### config.mk
export PLATFORM = sky130hd
export DESIGN_NAME = gate_driver_pulse
export DESIGN_NICKNAME = d
export VERILOG_FILES = /design/src/rtl/gate_driver_pkg.sv /design/src/rtl/gate_driver_down_counter.sv /design/src/rtl/gate_driver_pulse.sv
export SDC_FILE = /design/constraint.sdc
export NUM_CORES = 1
export LEC_CHECK = 0
export ABC_AREA = 1
export BUFFER_PORTS_ARGS = -buffer_cell sky130_fd_sc_hd__buf_4
export CAP_MARGIN = 10
export CORE_UTILIZATION = 52
export CTS_CLUSTER_SIZE = 10
export DETAILED_ROUTE_END_ITERATION = 8
export GPL_ROUTABILITY_DRIVEN = 0
export HOLD_SLACK_MARGIN = 0.1
export PLACE_DENSITY = 0.77
export SETUP_SLACK_MARGIN = 0.1
export SKIP_LAST_GASP = 1
export SYNTH_ARGS = -nofsm -noshare
export SYNTH_HDL_FRONTEND = slang
export SYNTH_HIERARCHICAL = 1
export SYNTH_SLANG_ARGS = --single-unit
export TNS_END_PERCENT = 1
### constraint.sdc
create_clock -name evrClk -period 2.31 [get_ports evrClk]
set_input_delay 0.462 -clock evrClk [delete_from_list [all_inputs] [get_ports evrClk]]
set_output_delay 0.462 -clock evrClk [all_outputs]
set_load 0.05 [all_outputs]
### src/rtl/gate_driver_pkg.sv
// Shared state encoding and counter widths for the gate-driver pulse block.
package gate_driver_pkg;

  typedef enum logic [1:0] {
    StIdle,
    StPulse,
    StHoldoff,
    StFault
  } gate_state_e;

  localparam int unsigned WidthBitsDefault = 16;
  localparam int unsigned PulseCountBits   = 32;
  localparam int unsigned MissedCountBits  = 16;

  localparam logic [MissedCountBits-1:0] MissedCountMax = '1;

endpackage

### src/rtl/gate_driver_down_counter.sv
// Loadable down-counter; terminal is asserted on the last tick of a loaded interval.
module gate_driver_down_counter #(
  parameter int unsigned WIDTH_BITS = 16
) (
  input  logic                  evrClk,
  input  logic                  evrReset,
  input  logic                  load,
  input  logic [WIDTH_BITS-1:0] loadValue,
  input  logic                  enable,
  output logic                  terminal
);

  localparam logic [WIDTH_BITS-1:0] One = WIDTH_BITS'(1);

  logic [WIDTH_BITS-1:0] countQ;

  always_ff @(posedge evrClk) begin
    if (evrReset) begin
      countQ <= '0;
    end else if (load) begin
      countQ <= loadValue;
    end else if (enable && (countQ != '0)) begin
      countQ <= countQ - One;
    end
  end

  // A loaded value of N gives N enabled cycles; a zero count never stalls the caller.
  assign terminal = (countQ <= One);

endmodule

### src/rtl/gate_driver_pulse.sv
// Strobe-triggered gate-drive pulse with holdoff, fault latch and statistics.
// Optional pulse-length watchdog enabled by defining GATE_DRIVER_WATCHDOG_EN.
module gate_driver_pulse
  import gate_driver_pkg::*;
#(
  parameter int unsigned WIDTH_BITS = WidthBitsDefault
`ifdef GATE_DRIVER_WATCHDOG_EN
  ,
  parameter int unsigned MAX_PULSE_TICKS = 10000
`endif
) (
  input  logic                       evrClk,
  input  logic                       evrReset,
  input  logic                       evrGateDriverStrobe,
  input  logic                       cfgEnable,
  input  logic [WIDTH_BITS-1:0]      cfgPulseWidth,
  input  logic [WIDTH_BITS-1:0]      cfgHoldoff,
  input  logic                       evrFault,
  input  logic                       evrFaultClear,
  output logic                       evrGateDrive,
  output logic                       evrBusy,
  output logic                       evrFaultLatched,
  output logic [PulseCountBits-1:0]  evrPulseCount,
`ifdef GATE_DRIVER_WATCHDOG_EN
  output logic                       evrWatchdogTrip,
`endif
  output logic [MissedCountBits-1:0] evrMissedCount
);

  gate_state_e stateQ, stateD;

  logic                       gateDriveQ;
  logic                       busyQ;
  logic                       faultLatchedQ;
  logic [PulseCountBits-1:0]  pulseCountQ;
  logic [MissedCountBits-1:0] missedCountQ;

  logic faultIn;
  logic pulseLoad, pulseTc;
  logic holdLoad, holdTc;
  logic acceptPulse;
  logic missedStrobe;
  logic faultExit;

  gate_driver_down_counter #(
    .WIDTH_BITS(WIDTH_BITS)
  ) u_pulse_counter (
    .evrClk   (evrClk),
    .evrReset (evrReset),
    .load     (pulseLoad),
    .loadValue(cfgPulseWidth),
    .enable   (stateQ == StPulse),
    .terminal (pulseTc)
  );

  gate_driver_down_counter #(
    .WIDTH_BITS(WIDTH_BITS)
  ) u_holdoff_counter (
    .evrClk   (evrClk),
    .evrReset (evrReset),
    .load     (holdLoad),
    .loadValue(cfgHoldoff),
    .enable   (stateQ == StHoldoff),
    .terminal (holdTc)
  );

`ifdef GATE_DRIVER_WATCHDOG_EN
  localparam int unsigned WdBits = $clog2(MAX_PULSE_TICKS + 1);

  logic [WdBits-1:0] wdCountQ;
  logic              wdTrip;
  logic              wdTripQ;

  // Counts completed high cycles of the registered output, independent of the FSM.
  always_ff @(posedge evrClk) begin
    if (evrReset || !gateDriveQ) begin
      wdCountQ <= '0;
    end else begin
      wdCountQ <= wdCountQ + WdBits'(1);
    end
  end

  assign wdTrip = gateDriveQ && (wdCountQ == WdBits'(MAX_PULSE_TICKS - 1));

  always_ff @(posedge evrClk) begin
    if (evrReset) begin
      wdTripQ <= 1'b0;
    end else if (wdTrip) begin
      wdTripQ <= 1'b1;
    end else if (faultExit) begin
      wdTripQ <= 1'b0;
    end
  end

  assign evrWatchdogTrip = wdTripQ;
  assign faultIn         = evrFault | wdTrip;
`else
  assign faultIn = evrFault;
`endif

  always_comb begin
    stateD       = stateQ;
    pulseLoad    = 1'b0;
    holdLoad     = 1'b0;
    acceptPulse  = 1'b0;
    missedStrobe = 1'b0;

    if (faultIn) begin
      // Fault wins over everything, including a coincident strobe.
      stateD       = StFault;
      missedStrobe = evrGateDriverStrobe;
    end else begin
      unique case (stateQ)
        StIdle: begin
          if (evrGateDriverStrobe) begin
            if (!cfgEnable) begin
              missedStrobe = 1'b1;
            end else if (cfgPulseWidth != '0) begin
              stateD      = StPulse;
              pulseLoad   = 1'b1;
              acceptPulse = 1'b1;
            end else if (cfgHoldoff != '0) begin
              // Zero-width trigger skips the pulse but still enforces re-arm holdoff.
              stateD   = StHoldoff;
              holdLoad = 1'b1;
            end
          end
        end
        StPulse: begin
          missedStrobe = evrGateDriverStrobe;
          if (pulseTc) begin
            holdLoad = 1'b1;
            stateD   = (cfgHoldoff != '0) ? StHoldoff : StIdle;
          end
        end
        StHoldoff: begin
          missedStrobe = evrGateDriverStrobe;
          if (holdTc) begin
            stateD = StIdle;
          end
        end
        StFault: begin
          missedStrobe = evrGateDriverStrobe;
          if (evrFaultClear) begin
            stateD = StIdle;
          end
        end
        default: stateD = StIdle;
      endcase
    end
  end

  assign faultExit = (stateQ == StFault) && (stateD == StIdle);

  always_ff @(posedge evrClk) begin
    if (evrReset) begin
      stateQ        <= StIdle;
      gateDriveQ    <= 1'b0;
      busyQ         <= 1'b0;
      faultLatchedQ <= 1'b0;
      pulseCountQ   <= '0;
      missedCountQ  <= '0;
    end else begin
      stateQ     <= stateD;
      gateDriveQ <= (stateD == StPulse);
      busyQ      <= (stateD != StIdle);
      if (faultIn) begin
        faultLatchedQ <= 1'b1;
      end else if (faultExit) begin
        faultLatchedQ <= 1'b0;
      end
      if (acceptPulse) begin
        pulseCountQ <= pulseCountQ + PulseCountBits'(1);
      end
      if (missedStrobe && (missedCountQ != MissedCountMax)) begin
        missedCountQ <= missedCountQ + MissedCountBits'(1);
      end
    end
  end

  assign evrGateDrive    = gateDriveQ;
  assign evrBusy         = busyQ;
  assign evrFaultLatched = faultLatchedQ;
  assign evrPulseCount   = pulseCountQ;
  assign evrMissedCount  = missedCountQ;

endmodule

# Word-level counts from Yosys, hierarchy flattened
# Cells that the tools add are included.
[op_classes]
addsub = 4
mul = 0
n_div = 0
order_cmp = 2
eq_ne = 5
shifts = 0
n_mux = 32
n_bitwise = 0
n_reduce_logical = 15
[op_table]
columns = ["operator", "n"]
rows = [
  ["$mux W16", 4],
  ["$reduce_bool A16 Y1", 4],
  ["$add A32 B1 Y32 const B", 1],
  ["$le A16 B1 Y1 const B", 2],
  ["$sub A16 B1 Y16 const B", 2],
  ["$mux W2", 9],
  ["$add A16 B1 Y16 const B", 1],
  ["$mux W1", 16],
  ["$ne A16 B16 Y1 const B", 1],
  ["$pmux W2 S4", 1],
  ["$reduce_bool A2 Y1", 4],
  ["$eq A2 B1 Y1 const B", 2],
  ["$eq A2 B2 Y1 const B", 2],
  ["$logic_and A1 B1 Y1", 4],
  ["$logic_not A2 Y1", 2],
  ["$pmux W1 S2", 2],
  ["$reduce_or A3 Y1", 1],
]
[totals]
regBits = 85
latch_bits = 0
mem_bits_rw = 0
rom_bits = 0
input_bits = 38
output_inout_bits = 51
word_cells = 66
mem_count = 0

# Longest topological paths before layout
# Gate-level depths: netlist (run 1).
[logic_depth]
word_depth = 11
depth_mapped = 16
depth_no_buf = 14

# By module
# The synthesis (run 1) kept the hierarchy.
[modules_own_cells]
columns = ["mod", "n_inst", "cells_each", "area_per_inst_um2", "seq_area_each_um2"]
rows = [
  ["gate_driver_pulse", 1, 555, 3300.7, 1061.0],
  ["gate_driver_down_counter at u_pulse_counter", 1, 219, 1271.2, 320.3],
  ["gate_driver_down_counter at u_holdoff_counter", 1, 201, 1227.4, 320.3],
]

# Worst setup path before layout (run 1)
# Ideal clock, no wire load.
[synth_timing]
kind = "reg2reg"
from = "register u_pulse_counter.countQ[0]"
to = "register u_holdoff_counter.countQ[13]"
setup_time_ns = 0.117
t_arrival_ns = 2.100
t_required_ns = 2.193
slack_ns = 0.093
path_stages_with_launch = 17
path_buffers = 2
synth_period_minus_slack_ns = 2.217
cell_sequence = "dfxtp_1 > inv_1 > ha_1 > nand2_4 > inv_1 > nand3_1 > o21ai_0 > o211ai_1 > a21oi_1 > buf_2 > inv_1 > buf_6 > or2_2 > nand2_1 > nand2_1 > inv_1 > nor2_1"
[synth_between]
elab_chain_len = 5
word_cells_on_any_way = 6
classes_between = "1 x order compare; 4 x mux; 1 x reduce/logical"
[synth_rtl]
columns = ["element", "line_no", "text"]
rows = [
  ["start, declared", "gate_driver_down_counter.sv:15", "logic [WIDTH_BITS-1:0] countQ;"],
  ["start signal, assigned", "gate_driver_down_counter.sv:21", "countQ <= loadValue;"],
  ["start signal, assigned", "gate_driver_down_counter.sv:23", "countQ <= countQ - One;"],
  ["$le A16 B1 Y1 *", "gate_driver_down_counter.sv:28", "assign terminal = (countQ <= One);"],
  ["via pulseTc", "gate_driver_pulse.sv:39", "logic pulseLoad, pulseTc;"],
  ["$mux W1 *", "gate_driver_pulse.sv:131", "if (pulseTc) begin"],
  ["$pmux W1 S2 *", "gate_driver_pulse.sv:113", "unique case (stateQ)"],
  ["$mux W1 *", "gate_driver_pulse.sv:108", "if (faultIn) begin"],
  ["via holdLoad", "gate_driver_pulse.sv:40", "logic holdLoad, holdTc;"],
  ["$mux W16 or $reduce_bool A2 Y1 (tied branches)", "--", ""],
  ["end signal, assigned", "gate_driver_down_counter.sv:21", ""],
  ["end signal, assigned", "gate_driver_down_counter.sv:23", ""],
  ["end, declared", "gate_driver_down_counter.sv:15", ""],
]
# Mark *: on every way through the listed nets, which the timed path passes. The rest lies on a longest branch.
# A chain may end at the register's enable or synchronous reset.

# Final worst setup path (run 1)
[layout_timing]
from = "register u_pulse_counter.countQ[8]"
to = "register u_holdoff_counter.countQ[13]"
# Same word-level chain as after synthesis.

==> metrics.csv, run 1 <==
stage,metric,value,unit
run_status,outcome,"finished, final reports clean",
finish,# nets final,1111,
floorplanning,Initial Util,53.50,%
global_route,vias in the first global route,5545,
place,Post-DP HPWL,11450,um
floorplanning,core area,0.01084,mm^2
sta,pins over their slew limit,0,
floorplanning,die area,0.01158,mm^2
synth,yosys warns,6,
synth,top_reg_cell synth,dfxtp_1,
setup_path,Critical Path Slowest Stage Cell,dfxtp_1,
synth,adder-cell share of the synthesized area,1.294,%
floorplanning,I/O Pins,89,
synth,"Async S/R FF share, synth",0,%
sta,RSZ-0062 raised after global routing,false,
routing,overall routed net length,15230,um
synth,main combinational cell family by area after synthesis,simple AND/OR/NAND/NOR gates,
routing,remaining antenna violation count,0,
power,leak pwr,3.000,nW
synth,synthesized cell area,0.005799,mm^2
synth,Post-Synth XOR/XNOR Area,4.078,%
finish,synth-to-layout area growth,18.32,%
sta,Slew headroom,66.30,%
synth,Post-Synth Simple-Gate Area,47.27,%
synth,synth unique cells,39,
setup_path,Worst Path Required,2.58,ns
setup_path,Crit. End Element,flop,
job,max_cap viols,0,
global_route,initial antenna violation count,0,
clocking,H-tree levels,3,
floorplanning,die height,107.6,um
synth,post-synthesis compound-gate area fraction,9.407,%
synth,Syn Area/Cell,5.948,um^2
sta,fin crit period,2.054,ns
global_route,total gr overflow,0,
routing,router iterations before antenna repair,5,
clocking,TritonCTS Buffers,9,
routing,drt via density,5.190,
sta,Max Fclk,0.4870,GHz
synth,"EDFF count, synth",0,
routing,# DRC,0,
setup_path,Critical Path AT,2.32,ns
power,worst vdd ir,0.0003429,V
setup_path,CP Max Fanout,7,
clocking,CTS Sinks,85,
routing,via count,6290,
synth,number of synthesized register bits,85,
sta,Slew @ Worst Pin,0.5050,ns
clocking,"Clk Latency, worst-skew pair",0.37,ns
sta,final setup fails,0,
sta,WHS,0.3815,ns
finish,fillers,1067,
floorplanning,row count,38,
synth,syn_nets,1019,
clocking,CTS tree,yes,
finish,Multi-input gate area,0.003628,mm^2
sta,Final Skew,0.01024,ns
place,IO buf count,88,
synth,multiplexer area fraction after synthesis,0.1726,%
clocking,clock buffer depth,2,
power,PwrDens,634.2,mW/mm^2
sta,Final Cycle Share,88.90,%
routing,Starting DRT DRC Count,543,
clocking,CTS Root Cell,clkbuf_8,
setup_path,"critical path, cell by cell",nor2_2 > nand2_2 > nor2_1 > nand3_1 > o21ai_2 > o211ai_1 > a21oi_2 > inv_2 > or2_2 > nand2_1 > nand2_1 > inv_1 > nor2_1,
hold_path,Worst Hold Class,in -> reg,
floorplanning,Die W,107.6,um
synth,Syn Inst Count,975,
finish,Sequential Area,0.001702,mm^2
setup_path,kind of critical path,reg -> reg,
sta,Final Hold Fails,0,
global_route,largest net degree at the start of global routing,44,
sta,setup tns final,0,ns
setup_path,Setup crit start kind,flop,
global_route,first-pass GRT wire length,25470,um
global_route,GRT Util Overall,27.62,%
finish,ant diodes,0,
routing,WL/cell,12.57,um
finish,fraction of layout instances using a drive strength above 1,15.95,%
synth,post-synthesis sequential area ratio,29.34,%
setup_path,crit-path max cell delay,0.35,ns
clocking,clk slew on worst S/H paths,0.09,ns
stage by stage:
| stage | cell area, um^2 | power, mW | instances | utilization (%) | setup slack (ns) |
|---|---|---|---|---|---|
| after floorplan | 5802 | 2.781 | 975 | - | 0.1125 |
| after global placement | 6619 | 3.108 | 1196 | 61.06 | 0.05571 |
| after detailed placement | 6619 | 3.127 | 1196 | 61.06 | 0.02718 |
| after CTS | 6844 | 4.346 | 1212 | 63.13 | 0.1335 |
| after global routing | 6862 | 4.626 | 1212 | 63.30 | 0.06667 |
| final | 6862 | 4.351 | 1212 | 63.30 | 0.2565 |
routing by layer:
| layer | vias to the layer above | GRT usage, % | routed length (um) |
|---|---|---|---|
| li1 | 3238 | - | - |
| met1 | 2832 | 37.32 | 7167 |
| met2 | 206 | 45.15 | 6951 |
| met3 | 14 | 3.571 | 910 |
| met4 | 0 | 9.295 | 201 |
| met5 | - | 0 | 0 |
state kept, by name, indices dropped and copies added (netlist names):
signal	count
evrBusy	1
evrFaultLatched	1
evrGateDrive	1
evrMissedCount	16
evrPulseCount	32
stateQ	2
u_holdoff_counter/countQ	16
u_pulse_counter/countQ	16
path summary, 6_finish.rpt:
kind                             start                           end  slack (ns)  depth (start not counted)
min                  cfgPulseWidth[14]    u_pulse_counter/countQ[14]        0.38                          3
max reg2reg  u_pulse_counter/countQ[8]  u_holdoff_counter/countQ[13]        0.26                         13
min reg2reg            evrFaultLatched               evrFaultLatched        0.50                          2
max          u_pulse_counter/countQ[8]  u_holdoff_counter/countQ[13]        0.26                         13
placed cells by master (no fill, tap or decap), types with 2 or more instances in the layout:
| cell type | n |
|---|---|
| clkinv_2 | 2 |
| inv_1 | 83 |
| nand3_1 | 59 |
| nand2_4 | 7 |
| xor2_1 | 18 |
| clkbuf_8 | 11 |
| nand2_1 | 329 |
| bufinv_16 | 2 |
| ha_1 | 5 |
| nand3_2 | 3 |
| inv_2 | 6 |
| o22ai_1 | 2 |
| nor2_1 | 188 |
| a21oi_1 | 53 |
| o21ai_2 | 3 |
| o21ai_1 | 4 |
| nand2_2 | 6 |
| nor2_4 | 9 |
| dfxtp_1 | 85 |
| or2_2 | 3 |
| o21ai_0 | 36 |
| xnor2_1 | 9 |
| nor3_1 | 13 |
| buf_4 | 103 |
| nand4_1 | 9 |
| nor2_2 | 8 |
cells by family (layout without fill, tap and decap cells):
group | after synthesis | count (layout)
xor+xnor | 27 | 27
flops | 85 | 85
mux | 1 | 1
compound gates | 103 | 103
buf+inv | 113 | 210
fa+ha+maj | 6 | 6
simple gates | 640 | 640
critical path, delay by kind of cell, from the launching register on:
kind,cells,cell delay [ns]
AOI/OAI and AO/OA,3,0.44
DFF,1,0.35
buffers and inverters,2,0.15
and+or+nand+nor,8,0.99
area by class of cell:
| cell class | count | area share (%) |
|---|---|---|
| inverter | 90 | 4.923 |
| timing repair buffer | 104 | 11.56 |
| clock inverter | 4 | 1.021 |
| tap | 140 | 2.553 |
| multi-input combinational | 777 | 52.88 |
| sequential | 85 | 24.80 |
| clock buffer | 12 | 2.261 |
cells in the mapped netlist, types with 2 or more instances:
master / instances / area share (%)
ha_1: 6 / 1.3
nand2_2: 6 / 0.65
xor2_1: 18 / 2.7
nor2_1: 188 / 12
buf_6: 7 / 1.4
o22ai_1: 2 / 0.22
nand2_4: 7 / 1.4
inv_1: 84 / 5.4
nand2_1: 329 / 21
or2_2: 3 / 0.32
nand4_1: 9 / 0.97
buf_2: 6 / 0.52
o21ai_1: 4 / 0.35
o21ai_0: 37 / 3.2
inv_2: 5 / 0.32
nand3_2: 3 / 0.52
nor2_4: 9 / 1.7
nor3_1: 13 / 1.1
nand3_1: 59 / 5.1
a21oi_1: 54 / 4.7
xnor2_1: 9 / 1.4
nor2_2: 8 / 0.86
clkbuf_1: 8 / 0.52
dfxtp_1: 85 / 29
o21ai_2: 2 / 0.30
what timing repair did:
item / in CTS / in global routing
resized for setup: 2 / 3
hold buffers: 0 / 0
buffers inserted: 0 / 0
setup endpoints to repair: 13 / 15
endpoints found under the hold margin: 0 / 0
power by group:
| group | switching (mW) | internal (mW) |
|---|---|---|
| clock network | 0.563 | 0.666 |
| registers | 0.122 | 1.57 |
| logic | 0.901 | 0.529 |
| total | 1.59 | 2.77 |
No activity file was read; power rests on OpenSTA's default activity.
==> run 2, diff against run 1 <==
--- a/config.mk
+++ b/config.mk
@@ -8,12 +8,13 @@
 export ABC_AREA = 1
 export BUFFER_PORTS_ARGS = -buffer_cell sky130_fd_sc_hd__buf_4
 export CAP_MARGIN = 10
-export CORE_UTILIZATION = 52
+export CORE_UTILIZATION = 58
+export CTS_CLUSTER_DIAMETER = 200
 export CTS_CLUSTER_SIZE = 10
 export DETAILED_ROUTE_END_ITERATION = 8
 export GPL_ROUTABILITY_DRIVEN = 0
 export HOLD_SLACK_MARGIN = 0.1
-export PLACE_DENSITY = 0.77
+export PLACE_DENSITY = 0.81
 export SETUP_SLACK_MARGIN = 0.1
 export SKIP_LAST_GASP = 1
 export SYNTH_ARGS = -nofsm -noshare
==> constraint.sdc (replaced) <==
create_clock -name evrClk -period 1.95 [get_ports evrClk]
set_input_delay 0.39 -clock evrClk [delete_from_list [all_inputs] [get_ports evrClk]]
set_output_delay 0.39 -clock evrClk [all_outputs]
set_load 0.05 [all_outputs]
==> run 2 against run 1 <==
  * Clock power is 19% higher
  * Routed wire length increased by 1.4%
  * Clock-buffer cell count shrank 1
  * Critical endpoint unchanged
  * First-iteration DRC count decreased by 34%
  * Hold slack got worse by 0.13 ns
  * Non-clock buffer count increased by 36
  * Via count grew 2.6%
==> metrics.csv, run 2 (synthesis gave the netlist of run 1 again) <==
stage,metric,value,unit,change
run_status,outcome,"finished, final reports clean",,
finish,max reg flops,32,,unchanged
global_route,vias in the first global route,5763,,+3.9%
routing,router iterations before antenna repair,7,,+2
global_route,first-pass GRT wire length,25450,um,about the same
routing,via count,6456,,+2.6%
floorplanning,Die W,102.0,um,-5.2%
setup_path,"critical path, cell by cell",nor2_4 > nand2_2 > nor2_4 > nand3_4 > o21ai_2 > o211ai_1 > a21oi_2 > inv_4 > or2_4 > nand2_1 > nand2_1 > inv_1 > nor2_1,,
routing,remaining antenna violation count,0,,unchanged
sta,Final Cycle Share,96.93,%,+8.0 points
setup_path,Critical Path AT,2.14,ns,-0.18 ns
clocking,"Clk Latency, worst-skew pair",0.36,ns,about the same
clocking,CTS tree,yes,,
sta,fin crit period,1.890,ns,-0.1635 ns
setup_path,Critical Path Slowest Stage Cell,dfxtp_2,,
global_route,GRT Util Overall,30.30,%,+2.7 points
power,leak pwr,3.193,nW,+6.4%
floorplanning,row count,36,,-5.3%
finish,synth-to-layout area growth,24.64,%,
clocking,clock buffer depth,2,,unchanged
sta,Max Fclk,0.5291,GHz,+8.6%
setup_path,Setup crit start kind,flop,,
floorplanning,die area,0.01040,mm^2,-10%
clocking,CTS Sinks,85,,unchanged
sta,WHS,0.2558,ns,-0.1258 ns
routing,Starting DRT DRC Count,358,,-34%
global_route,initial antenna violation count,0,,unchanged
routing,overall routed net length,15440,um,+1.4%
sta,RSZ-0062 raised after global routing,true,,
routing,# DRC,0,,unchanged
setup_path,CP Max Fanout,7,,unchanged
sta,pins over their slew limit,0,,unchanged
setup_path,kind of critical path,reg -> reg,,
floorplanning,core area,0.009729,mm^2,-10%
clocking,clk slew on worst S/H paths,0.09,ns,about the same
sta,setup tns final,0,ns,unchanged
sta,final setup fails,0,,unchanged
place,Post-DP HPWL,11190,um,-2.2%
setup_path,Crit. End Element,flop,,
setup_path,crit-path max cell delay,0.34,ns,about the same
routing,drt via density,5.198,,+0.16%
floorplanning,Initial Util,59.61,%,+6.1 points
sta,Slew headroom,65.97,%,-0.33 points
finish,ant diodes,0,,unchanged
power,worst vdd ir,0.0004773,V,+39%
floorplanning,I/O Pins,89,,unchanged
routing,WL/cell,12.43,um,-1.1%
finish,fraction of layout instances using a drive strength above 1,20.29,%,+4.3 points
clocking,H-tree levels,3,,unchanged
floorplanning,die height,102.0,um,-5.2%
finish,most frequent cells in the layout,"nand2_1, nor2_1, buf_4",,
clocking,TritonCTS Buffers,9,,unchanged
finish,"commonest non-fill, non-tap cell in the layout",nand2_1,,
sta,Final Skew,0.01022,ns,-0.00001600 ns
global_route,total gr overflow,0,,unchanged
power,PwrDens,747.7,mW/mm^2,+18%
setup_path,Worst Path Required,2.20,ns,-0.38 ns
finish,# nets final,1148,,+3.3%
sta,Slew @ Worst Pin,0.5099,ns,+0.004880 ns
clocking,hold_buf cts,0,,unchanged
sta,Final Hold Fails,0,,unchanged
job,max_cap viols,0,,unchanged
place,IO buf count,88,,unchanged
clocking,CTS Root Cell,clkbuf_8,,
global_route,largest net degree at the start of global routing,44,,unchanged
hold_path,Worst Hold Class,in -> reg,,
## run 2: critical path: cells and delay by family (launching register included)
family,cells,cell delay (ns)
AOI/OAI and AO/OA,3,0.49
buffers and inverters,2,0.14
DFF,1,0.34
and+or+nand+nor,8,0.82
## run 2: power by group
part	internal, mW	switching (mW)
sequential	1.87	0.152
combinational	0.775	1.15
clock	0.792	0.666
## run 2: path summary, 6_finish.rpt
kind / from / end / slack [ns] / cells after the start
hold / removal: evrReset / evrFaultLatched / 0.26 / 2
hold reg to reg: evrFaultLatched / evrFaultLatched / 0.49 / 2
setup reg to reg: u_pulse_counter/countQ[6] / u_holdoff_counter/countQ[13] / 0.06 / 13
setup / recovery: u_pulse_counter/countQ[6] / u_holdoff_counter/countQ[13] / 0.06 / 13
## run 2: area by class of cell
type	count	area, um^2
Tap cell	133	166.4
Clock buffer	11	151.4
Sequential cell	85	1714
Clock inverter	5	82.58
Inverter	90	345.3
Timing Repair Buffer	140	1081
Fill cell	848	2501
Multi-Input combinational cell	778	3687
## run 2: repair_timing
action / CTS / global route
pin swaps: 5 / 7
gates resized for setup: 10 / 14
buffers inserted: 6 / 6
endpoints found under the setup margin: 16 / 19
cloned: 0 / 2
## run 2: routing by layer
layer  part of all wire [%]  vias to the layer above  global-route usage (%)
li1                       -                     3312                       -
met1                     45                     2937                   40.10
met2                     47                      194                   51.88
met3                    6.8                       13                   4.172
met4                   0.98                        0                   7.692
met5                      0                        -                       0
## run 2: through the flow
step / power, mW / utilization (%) / setup WS (ns) / cells / cell area [um^2]
after floorplan: 3.326 / - / -0.02262 / 975 / 5836
after global placement: 3.758 / 70.16 / -0.07172 / 1212 / 6827
after detailed placement: 3.789 / 70.16 / -0.1610 / 1212 / 6827
after CTS: 5.327 / 73.35 / 0.09834 / 1234 / 7137
after global routing: 5.750 / 74.29 / -0.06679 / 1242 / 7228
final: 5.404 / 74.29 / 0.05995 / 1242 / 7228
==> run 3, diff against run 2 <==
--- a/config.mk
+++ b/config.mk
@@ -15,6 +15,7 @@
 export GPL_ROUTABILITY_DRIVEN = 0
 export HOLD_SLACK_MARGIN = 0.1
 export PLACE_DENSITY = 0.81
+export RECOVER_POWER = 25
 export SETUP_SLACK_MARGIN = 0.1
 export SKIP_LAST_GASP = 1
 export SYNTH_ARGS = -nofsm -noshare
==> run 3 against run 2 <==
  * Die area is the same
  * Global-route usage is the same
  * Critical path depth is the same
  * Routed wire length shrank 0.32%
  * Combinational power is essentially flat
  * Worst setup slack gained 0.0045 ns
  * Via count grew 0.40%
  * Largest cell class unchanged
  * Highest routed layer unchanged
==> metrics.csv, run 3 (synthesis gave the netlist of run 1 again) <==
stage,metric,value,unit,change
routing,Starting DRT DRC Count,345,,-3.6%
floorplanning,row count,36,,unchanged
hold_path,Worst Hold Class,in -> reg,,
sta,final worst slack,0.06447,ns,+0.004524 ns
floorplanning,core area,0.009729,mm^2,unchanged
routing,remaining antenna violation count,0,,unchanged
finish,fin util,73.17,%,-1.1 points
power,worst vdd ir,0.0004745,V,-0.58%
setup_path,kind of critical path,reg -> reg,,
clocking,clk slew on worst S/H paths,0.09,ns,about the same
sta,Final Cycle Share,96.69,%,-0.23 points
finish,Multi-input gate area,0.003687,mm^2,unchanged
sta,Final Skew,0.008504,ns,-0.001717 ns
setup_path,reg-to-reg startpoint,u_pulse_counter/countQ[6],,
setup_path,Critical Path Start,u_pulse_counter/countQ[6],,
routing,# DRC,0,,unchanged
finish,fillers,886,,+4.5%
setup_path,crit path to,u_holdoff_counter/countQ[13],,
setup_path,R2R depth,13,,unchanged
sta,final setup fails,0,,unchanged
floorplanning,die height,102.0,um,unchanged
global_route,initial antenna violation count,0,,unchanged
sta,Slew @ Worst Pin,0.6277,ns,+0.1178 ns
sta,RSZ-0062 raised after global routing,true,,
setup_path,Crit. End Element,flop,,
routing,router iterations before antenna repair,5,,-2
sta,Slew headroom,58.33,%,-7.6 points
finish,most frequent cells in the layout,"nand2_1, nor2_1, buf_4",,
global_route,first-pass GRT wire length,25450,um,unchanged
power,PwrDens,757.9,mW/mm^2,+1.4%
global_route,total gr overflow,0,,unchanged
clocking,H-tree levels,3,,unchanged
finish,synth-to-layout area growth,22.76,%,
setup_path,Worst Path Required,2.21,ns,about the same
setup_path,Critical Path AT,2.14,ns,about the same
clocking,CTS Sinks,85,,unchanged
clocking,"Clk Latency, worst-skew pair",0.36,ns,about the same
global_route,vias in the first global route,5763,,unchanged
finish,"commonest non-fill, non-tap cell in the layout",nand2_1,,
finish,fraction of layout instances using a drive strength above 1,17.67,%,-2.6 points
routing,overall routed net length,15390,um,-0.32%
place,"worst slack, placed",-0.1610,ns,unchanged
routing,via count,6482,,+0.40%
setup_path,worst reg2reg path endpoint,u_holdoff_counter/countQ[13],,
clocking,TritonCTS Buffers,9,,unchanged
clocking,clock buffer depth,2,,unchanged
routing,WL/cell,12.39,um,-0.32%
sta,Max Fclk,0.5304,GHz,+0.24%
global_route,GRT Util Overall,30.30,%,unchanged
finish,Sequential Area,0.001714,mm^2,unchanged
clocking,CTS tree,yes,,
finish,max reg flops,32,,unchanged
global_route,largest net degree at the start of global routing,44,,unchanged
floorplanning,Initial Util,59.61,%,unchanged
sta,pins over their slew limit,0,,unchanged
run_status,outcome,"finished, final reports clean",,
floorplanning,I/O Pins,89,,unchanged
place,Post-DP HPWL,11190,um,unchanged
finish,ant diodes,0,,unchanged
place,IO buf count,88,,unchanged
finish,# nets final,1148,,unchanged
setup_path,Setup crit start kind,flop,,
power,leak pwr,3.071,nW,-3.8%
clocking,CTS Root Cell,clkbuf_8,,
sta,Final Hold Fails,0,,unchanged
sta,fin crit period,1.886,ns,-0.004524 ns
setup_path,CP Max Fanout,7,,unchanged
floorplanning,Die W,102.0,um,unchanged
clocking,hold_buf cts,0,,unchanged
routing,drt via density,5.219,,+0.40%
power,power consumption,5.396,mW,-0.15%
setup_path,"reg-to-reg slack, setup",0.06,ns,about the same
job,max_cap viols,0,,unchanged
floorplanning,die area,0.01040,mm^2,unchanged
[run 3: cell types whose count changed in the layout (fill, tap and decap cells not counted), sizes merged]
cell,change
clkbuf,+29
buf,-29
[run 3: power breakdown]
part	total, mW	internal, mW	leakage (nW)	switching (mW)
logic	1.92	0.765	2.27	1.15
registers	2.02	1.87	0.696	0.150
clock network	1.46	0.791	0.108	0.668
total	5.40	3.42	3.07	1.97
[run 3: metrics by stage]
stage,area (um^2),TNS (ns),hold slack (ns),std cells
after global routing,7119,-0.5997,0.2472,1242
after floorplan,5836,-0.03064,0.4904,975
final,7119,0,0.2498,1242
after global placement,6827,-0.2437,0.4790,1212
after CTS,7137,0,0.2410,1234
after detailed placement,6827,-1.840,0.4823,1212
[run 3: layer usage]
layer	up-vias	wire, um	track usage, %
li1	3318	-	-
met5	-	0	0
met1	2960	7055	40.10
met4	0	188	7.692
met3	22	908	4.172
met2	182	7238	51.88
[run 3: layout make-up]
cell class | count | share of cell area (%)
flip-flops and latches | 85 | 24.08
well taps | 133 | 2.337
repair buffers | 140 | 13.66
clock inverters | 5 | 1.160
clock buffers | 11 | 2.127
inverters | 90 | 4.851
multi-input cells | 778 | 51.79
[run 3: worst min path at each step]
| stage | from | endpoint | slack [ns] | cells past startpoint |
|---|---|---|---|---|
| floorplan | u_holdoff_counter/countQ[6] | u_holdoff_counter/countQ[6] | 0.49 | 2 |
| global placement | evrFaultLatched | evrFaultLatched | 0.48 | 2 |
| detailed placement | evrFaultLatched | evrFaultLatched | 0.48 | 2 |
| CTS | evrReset | evrFaultLatched | 0.24 | 2 |
| global route | evrReset | evrFaultLatched | 0.25 | 2 |
| finish | evrReset | evrFaultLatched | 0.25 | 2 |
[run 3: critical path: stages (launching register included)]
cell,delay (ns)
dfxtp_2,0.34
nor2_4,0.12
nand2_2,0.09
nor2_4,0.15
nand3_4,0.09
o21ai_2,0.18
o211ai_1,0.12
a21oi_2,0.19
inv_4,0.10
or2_4,0.23
nand2_1,0.06
nand2_1,0.05
inv_1,0.04
nor2_1,0.03
[run 3: what timing repair did]
| item | 4_1_cts | 5_1_grt |
|---|---|---|
| endpoints found under the setup margin | 16 | 19 |
| buffers inserted | 6 | 6 |
| gates resized for setup | 10 | 14 |
| gates cloned | 0 | 2 |
| pin swaps | 5 | 7 |
